$ cat config.mk
export PLATFORM = sky130hd
export DESIGN_NAME = i2s_tx_flat
export DESIGN_NICKNAME = d
export VERILOG_FILES = /design/src/rtl/i2s_tx_if.sv /design/src/rtl/i2s_tx.sv /design/src/flat_wrapper.sv
export SDC_FILE = /design/constraint.sdc
export NUM_CORES = 1
export LEC_CHECK = 0
export CAP_MARGIN = 15
export CORE_UTILIZATION = 44
export CTS_CLUSTER_SIZE = 8
export DETAILED_ROUTE_END_ITERATION = 10
export MAX_ROUTING_LAYER = met4
export PLACE_DENSITY_LB_ADDON = 0.3
export REMOVE_ABC_BUFFERS = 1
export SYNTH_ARGS = -nofsm -noshare
export SYNTH_HDL_FRONTEND = slang
export SYNTH_SLANG_ARGS = --single-unit
$ cat constraint.sdc
create_clock -name clk -period 2.07 [get_ports clk]
set_clock_uncertainty 0.1 [all_clocks]
set_input_delay 0.414 -clock clk [delete_from_list [all_inputs] [get_ports clk]]
set_output_delay 0.414 -clock clk [all_outputs]
set_load 0.02 [all_outputs]
$ cat src/rtl/i2s_tx_if.sv
// i2s_tx_if: stereo sample stream from the upstream writer into i2s_tx.
// Ports: s_valid/s_left/s_right from source, s_ready back from the transmitter.
interface i2s_tx_if #(
   parameter int DATA_W = 24
);
   logic              s_valid;
   logic              s_ready;
   logic [DATA_W-1:0] s_left;
   logic [DATA_W-1:0] s_right;

   modport master (
      output s_valid,
      output s_left,
      output s_right,
      input  s_ready
   );

   modport slave (
      input  s_valid,
      input  s_left,
      input  s_right,
      output s_ready
   );
endinterface

$ cat src/rtl/i2s_tx.sv
// i2s_tx: Philips-format I2S master transmitter (SCK/WS/SD from clk).
// Ports: clk, reset_n (async low), en, s (i2s_tx_if.slave sample stream),
//   i2s_sck, i2s_ws, i2s_sd, underrun (1-clk pulse), busy (state != IDLE).
// Build option: I2S_TX_MUTE_EN adds input mute, sampled at each frame load.
module i2s_tx #(
   parameter int DATA_W  = 24,
   parameter int SLOT_W  = 32,
   parameter int CLK_DIV = 8
) (
   input  logic     clk,
   input  logic     reset_n,
   input  logic     en,
`ifdef I2S_TX_MUTE_EN
   input  logic     mute,
`endif
   i2s_tx_if.slave  s,
   output logic     i2s_sck,
   output logic     i2s_ws,
   output logic     i2s_sd,
   output logic     underrun,
   output logic     busy
);

   localparam int FRM_W = 2 * SLOT_W;
   localparam int PAD_W = SLOT_W - DATA_W;
   localparam int DIV_W = (CLK_DIV > 1) ? $clog2(CLK_DIV) : 1;
   localparam int BIT_W = $clog2(FRM_W);

   localparam logic [DIV_W-1:0] DIV_MAX  = DIV_W'(CLK_DIV - 1);
   localparam logic [BIT_W-1:0] BIT_MAX  = BIT_W'(FRM_W - 1);
   localparam logic [BIT_W-1:0] WS_START = BIT_W'(SLOT_W);

   typedef enum logic [1:0] {
      IDLE,
      RUN,
      DRAIN
   } state_t;

   state_t state_q, state_d;

   logic [DIV_W-1:0]  div_q, div_d;
   logic [BIT_W-1:0]  bit_q, bit_d;
   logic              first_q, first_d;
   logic              sck_q, sck_d;
   logic              ws_q, ws_d;
   logic              sd_q, sd_d;
   logic              ur_q, ur_d;
   logic [FRM_W-1:0]  shift_q, shift_d;
   logic              hold_valid_q, hold_valid_d;
   logic [DATA_W-1:0] hold_l_q, hold_l_d;
   logic [DATA_W-1:0] hold_r_q, hold_r_d;

   logic             run;
   logic             draining;
   logic             tick;
   logic             fall;
   logic             wrap;
   logic             stop;
   logic             load;
   logic             acc;
   logic [FRM_W-1:0] frame_w;

   // ---------------- FSM: state register
   always_ff @(posedge clk or negedge reset_n) begin
      if (!reset_n) begin
         state_q <= IDLE;
      end else begin
         state_q <= state_d;
      end
   end

   // ---------------- FSM: next state
   always_comb begin
      state_d = state_q;
      unique case (state_q)
         IDLE:    if (en) state_d = RUN;
         RUN:     if (!en) state_d = DRAIN;
         DRAIN: begin
            if (en) begin
               state_d = RUN;
            end else if (wrap) begin
               state_d = IDLE;
            end
         end
         default: state_d = IDLE;
      endcase
   end

   // ---------------- FSM: outputs
   always_comb begin
      run      = (state_q != IDLE);
      draining = (state_q == DRAIN);
      busy     = run;
   end

   // first_q marks the frame's opening fall after IDLE, which loads
   // without having counted through a previous frame.
   assign tick = run & (div_q == DIV_MAX);
   assign fall = tick & sck_q;
   assign wrap = fall & (first_q | (bit_q == BIT_MAX));
   assign stop = wrap & draining & ~en;
   assign load = wrap & ~stop;

   assign acc     = s.s_valid & ~hold_valid_q;
   assign frame_w = {hold_l_q, {PAD_W{1'b0}},
                     hold_r_q, {PAD_W{1'b0}}};

   // ---------------- divider / serialiser
   always_comb begin
      div_d   = div_q;
      bit_d   = bit_q;
      first_d = first_q;
      sck_d   = sck_q;
      ws_d    = ws_q;
      sd_d    = sd_q;
      shift_d = shift_q;
      ur_d    = 1'b0;
      if (!run) begin
         div_d   = '0;
         bit_d   = '0;
         first_d = 1'b1;
         sck_d   = 1'b0;
         ws_d    = 1'b1;
         sd_d    = 1'b0;
      end else if (tick) begin
         div_d = '0;
         sck_d = ~sck_q;
         if (fall) begin
            first_d = 1'b0;
            if (stop) begin
               bit_d   = '0;
               first_d = 1'b1;
               ws_d    = 1'b1;
               sd_d    = 1'b0;
               shift_d = '0;
            end else begin
               bit_d = wrap ? '0 : bit_q + 1'b1;
               ws_d  = (bit_d >= WS_START);
               // SD trails WS by one SCK: emit the bit shifted out last
               sd_d  = shift_q[FRM_W-1];
               if (load) begin
                  if (!hold_valid_q) begin
                     shift_d = '0;
                     ur_d    = 1'b1;
                  end else begin
`ifdef I2S_TX_MUTE_EN
                     shift_d = mute ? '0 : frame_w;
`else
                     shift_d = frame_w;
`endif
                  end
               end else begin
                  shift_d = {shift_q[FRM_W-2:0], 1'b0};
               end
            end
         end
      end else begin
         div_d = div_q + 1'b1;
      end
   end

   // ---------------- holding register
   // A load and an accept never both touch hold in one clk with data:
   // accept needs hold empty, consume needs hold full.
   always_comb begin
      hold_valid_d = hold_valid_q;
      hold_l_d     = hold_l_q;
      hold_r_d     = hold_r_q;
      if (load && hold_valid_q) begin
         hold_valid_d = 1'b0;
      end
      if (acc) begin
         hold_valid_d = 1'b1;
         hold_l_d     = s.s_left;
         hold_r_d     = s.s_right;
      end
   end

   always_ff @(posedge clk or negedge reset_n) begin
      if (!reset_n) begin
         div_q        <= '0;
         bit_q        <= '0;
         first_q      <= 1'b1;
         sck_q        <= 1'b0;
         ws_q         <= 1'b1;
         sd_q         <= 1'b0;
         ur_q         <= 1'b0;
         shift_q      <= '0;
         hold_valid_q <= 1'b0;
         hold_l_q     <= '0;
         hold_r_q     <= '0;
      end else begin
         div_q        <= div_d;
         bit_q        <= bit_d;
         first_q      <= first_d;
         sck_q        <= sck_d;
         ws_q         <= ws_d;
         sd_q         <= sd_d;
         ur_q         <= ur_d;
         shift_q      <= shift_d;
         hold_valid_q <= hold_valid_d;
         hold_l_q     <= hold_l_d;
         hold_r_q     <= hold_r_d;
      end
   end

   assign s.s_ready = ~hold_valid_q;
   assign i2s_sck   = sck_q;
   assign i2s_ws    = ws_q;
   assign i2s_sd    = sd_q;
   assign underrun  = ur_q;

endmodule

$ cat src/flat_wrapper.sv
// flat-port wrapper written by rule: the top's interface ports become plain ports
module i2s_tx_flat 
#(
   parameter int DATA_W  = 24,
   parameter int SLOT_W  = 32,
   parameter int CLK_DIV = 8
)
  (clk, reset_n, en, i2s_sck, i2s_ws, i2s_sd, underrun, busy, s_s_valid, s_s_left, s_s_right, s_s_ready);
  i2s_tx_if #(.DATA_W(DATA_W)) s_i ();
  input  logic clk;
  input  logic reset_n;
  input  logic en;
  output logic i2s_sck;
  output logic i2s_ws;
  output logic i2s_sd;
  output logic underrun;
  output logic busy;
  input wire logic [$bits(s_i.s_valid)-1:0] s_s_valid;
  input wire logic [$bits(s_i.s_left)-1:0] s_s_left;
  input wire logic [$bits(s_i.s_right)-1:0] s_s_right;
  output wire logic [$bits(s_i.s_ready)-1:0] s_s_ready;
  assign s_i.s_valid = s_s_valid;
  assign s_i.s_left = s_s_left;
  assign s_i.s_right = s_s_right;
  assign s_s_ready = s_i.s_ready;
  i2s_tx #(.DATA_W(DATA_W), .SLOT_W(SLOT_W), .CLK_DIV(CLK_DIV)) u_core (.clk(clk), .reset_n(reset_n), .en(en), .s(s_i), .i2s_sck(i2s_sck), .i2s_ws(i2s_ws), .i2s_sd(i2s_sd), .underrun(underrun), .busy(busy));
endmodule
==> out/metrics.cfg, run 1 <==
[setup_path]
critical_path.cell_chain = ha_1, ha_2, and2_4, nand2_2, nor4_4, buf_4, clkbuf_16, a221o_1
critical_path.slowest_cell = sky130_fd_sc_hd__dfrtp_1
timing.critical_path.depth = 8
r2r_start = u_core.div_q[0]
crit_family = adder cells
critical_path_arrival_ns = 2.22
critPathRequiredTime_ns = 2.25
worstSetupPathType = reg -> reg
crit_path_start = u_core.div_q[0]
cp-end-kind = flop
startpoint_type = flop
setup.reg_to_reg.worst_slack_ns = 0.03
regToRegEndpoint = u_core.shift_q[11]
r2r.worst_path.cells = 8
timing.critical_path.to = u_core.shift_q[11]
slowest_delay_ns = 0.39
crit_buf_inv = 2
critical_path.max_fanout = 15

[clocking]
numClockSinks = 121
worst_setup_hold_path_clk_slew_ns = 0.06
cts_buffers = 17
cts_buffer_depth = 2
worstSkewPairLatency_ns = 0.40
clock_tree.htree_level_count = 4
tritoncts = yes
clk_root_buffer_cell = sky130_fd_sc_hd__clkbuf_16

[synth]
synth_top_area_share_pct = 59.8
post_synth_num_cell_types = 39
synth_top_cells_by_count = sky130_fd_sc_hd__dfrtp_1, sky130_fd_sc_hd__mux2_2, sky130_fd_sc_hd__a221o_1, sky130_fd_sc_hd__and3_1, sky130_fd_sc_hd__nand2_1
synthSimpleGateAreaFrac_pct = 12.3
synth_area_leaders = sky130_fd_sc_hd__dfrtp_1, sky130_fd_sc_hd__mux2_2, sky130_fd_sc_hd__a221o_1, sky130_fd_sc_hd__and3_1, sky130_fd_sc_hd__nand2_1
synth-compound-area-share_pct = 12.0
syn_area_per_cell_um2 = 13.1
synth_adder_area_share_pct = 0.753
synth_sequential_area_ratio_pct = 60.8
ys_dominant_reg_cell = sky130_fd_sc_hd__dfrtp_1
post-synth-top-count-cell = sky130_fd_sc_hd__dfrtp_1
yosys_register_bits = 121
post_synth_edffs = 0
postSynth.asyncResetShare_pct = 100
synth_top_family_by_area = simple AND/OR/NAND/NOR gates
synthXorXnorAreaFrac_pct = 0.352
count_of_warnings_emitted_by_yosys = 0
netlist_instances = 380
yosys-mux-area-fraction_pct = 10.8
post_synth_instance_area_um2 = 4980
synth_area_leader_cell = sky130_fd_sc_hd__dfrtp_1

[route]
vias_per_cell = 5.75
drt_iter0_markers = 188
m1WireLength_um = 4890
drtAntennaViolNets = 0
dr_wl_met2_um = 5090
routed.top_layer = met4
routed-via-count = 3455
drc = 0
post_drt_wl_per_cell_um = 17.5
detailedRoute.firstPassIterationCount = 4
routed-wl-met3_um = 389
routed_wl_um = 10500

[global_routing]
grt_antenna_before_repair = 0
wire_length_of_the_first_global_routing_pass_um = 17800
grt_pass1_vias = 3585
grt_start_max_net_pins = 84
global_route.usage.total_pct = 20.4
total_global_routing_overflow = 0

[placed_design]
detailedPlace.worstSlack_ns = -0.130
numPortBuffers = 57
dpl_cell_area_um2 = 5780
dpl_cells = 562
dp_hpwl_um = 6070
gp_congestion = 0.771

[die]
floorplan.initialDensity_pct = 45.6
area_of_the_core_um2 = 10900
fp.dieH_um = 108
die_w_um = 108
placement_rows = 38
top_level_ports = 58
dieArea_um2 = 11800

[timing]
fin_crit_sh_pct = 98.4
worstMarginPinSlew_ns = 0.643
max_slew_margin_pct = 57.1
smallest_setup_slack_after_layout_ns = 0.0321
final.setup.tns_ns = 0
achievable-frequency_mhz = 491
finalWorstPathRequiredPeriod_ns = 2.04
hold_viol = 0
setup_viol_count_final = 0
timing_max_transition_violations_final = 0

[layout]
post_route_cells_drive_above_1_share_pct = 25.4
area.growth.synth_to_final_pct = 31.0
fin_util_pct = 59.7
final_non_filler_cell_total = 601
layout.nets = 503
num_antenna_cells = 0
finish.instance_area_um2 = 6530

[hold_path]
worstHoldPathType = in -> async

[power_and_ir_drop]
sw_frac_of_total_pct = 21.0
pwr_density_cell_nw_per_um2 = 948
sequential_cell_fraction_of_total_power_pct = 42.2
leakage_nw = 3.08
p_sw_w = 0.00130
pwr-share-comb_pct = 5.8
power_report.internal_total_w = 0.00489
ir_drop_mv = 0.568
power_frac_clock_pct = 52.0

[flow_run]
max_cap_viol_count = 0

[status]
run_status = finished, final reports clean

per-stage QoR:
step / power [W] / hold WS [ns]
6_report: 0.00619 / 0.297
5_1_grt: 0.00644 / 0.307
3_5_place_dp: 0.00301 / 0.178
3_3_place_gp: 0.00299 / 0.175
4_1_cts: 0.00625 / 0.296
2_1_floorplan: 0.00278 / 0.0184
metal layers:
metal / GRT usage [%] / vias to the layer above
met4: 6.08 / 0
met5: - / -
li1: - / 1579
met1: 26.6 / 1779
met3: 5.73 / 11
met2: 31.2 / 86
worst reg2reg max path: stages, from the launching register on:
cell and delay [ns]:
sky130_fd_sc_hd__dfrtp_1 0.39, sky130_fd_sc_hd__ha_1 0.21, sky130_fd_sc_hd__ha_2 0.21, sky130_fd_sc_hd__and2_4 0.17, sky130_fd_sc_hd__nand2_2 0.14, sky130_fd_sc_hd__nor4_4 0.07, sky130_fd_sc_hd__buf_4 0.17, sky130_fd_sc_hd__clkbuf_16 0.17
sky130_fd_sc_hd__a221o_1 0.30
logic make-up after synthesis:
kind of cell | Yosys count
and+or+nand+nor | 109
xor gates and xnor gates | 2
AOI/OAI and AO/OA | 65
DFF | 121
adders and majority gates | 3
buffers and inverters | 32
muxes | 48
sequential cells by signal, summed over array words and instances, names as in the netlist, 2 cells and up:
name	count
u_core.bit_q	6
u_core.shift_q	56
u_core.hold_r_q	24
u_core.div_q	3
u_core.hold_l_q	24
u_core.state_q	2
power by group through the flow:
stage | Clock (W) | Combinational [W] | Sequential [W]
2_1_floorplan | 0 | 0.000156 | 0.00262
3_3_place_gp | 0 | 0.000340 | 0.00265
3_5_place_dp | 0 | 0.000356 | 0.00265
4_1_cts | 0.00328 | 0.000360 | 0.00261
5_1_grt | 0.00341 | 0.000397 | 0.00263
6_report | 0.00322 | 0.000358 | 0.00261
layout by cell type, fill, tap and decap left out, types with 6 or more instances in the layout:
cell type,instances
sky130_fd_sc_hd__nor2_1,6
sky130_fd_sc_hd__clkdlybuf4s50_1,53
sky130_fd_sc_hd__dfrtp_1,119
sky130_fd_sc_hd__nand3_1,12
sky130_fd_sc_hd__nand2_1,22
sky130_fd_sc_hd__a221o_1,47
sky130_fd_sc_hd__buf_4,13
sky130_fd_sc_hd__mux2_2,48
sky130_fd_sc_hd__clkbuf_16,18
sky130_fd_sc_hd__and3_1,47
cell type report:
cell class	instances	area, um2
flip-flops and latches	121	3030
clock inverters	14	223
well taps	140	175
multi-input cells	228	1850
inverters	2	7.51
clock buffers	18	429
fillers	879	4410
repair buffers	78	812
worst min-delay path by stage:
stage	from	to	slack, ns	depth (start not counted)
after floorplan	reset_n	u_core.bit_q[0]	0.02	0
after global placement	reset_n	u_core.bit_q[5]	0.18	1
after detailed placement	reset_n	u_core.bit_q[5]	0.18	1
after CTS	reset_n	u_core.hold_r_q[23]	0.30	2
after global routing	reset_n	u_core.bit_q[5]	0.31	2
final	reset_n	u_core.underrun	0.30	2
repair_timing:
action	4_1_cts	5_1_grt
gates resized for setup	5	8
endpoints found under the hold margin	12	0
pin swaps	0	1
hold buffers	1	0
endpoints found under the setup margin	59	52
buffers inserted	0	4
gates cloned	1	1
Power figures use the tool's default switching activity.
==> inputs of run 2 (changes only) <==
--- a/config.mk
+++ b/config.mk
@@ -12,6 +12,7 @@
 export MAX_ROUTING_LAYER = met4
 export PLACE_DENSITY_LB_ADDON = 0.3
 export REMOVE_ABC_BUFFERS = 1
+export SLEW_MARGIN = 20
 export SYNTH_ARGS = -nofsm -noshare
 export SYNTH_HDL_FRONTEND = slang
 export SYNTH_SLANG_ARGS = --single-unit
==> results of run 2 <==
Final layout, timing and power as in run 1 (identical DEF).
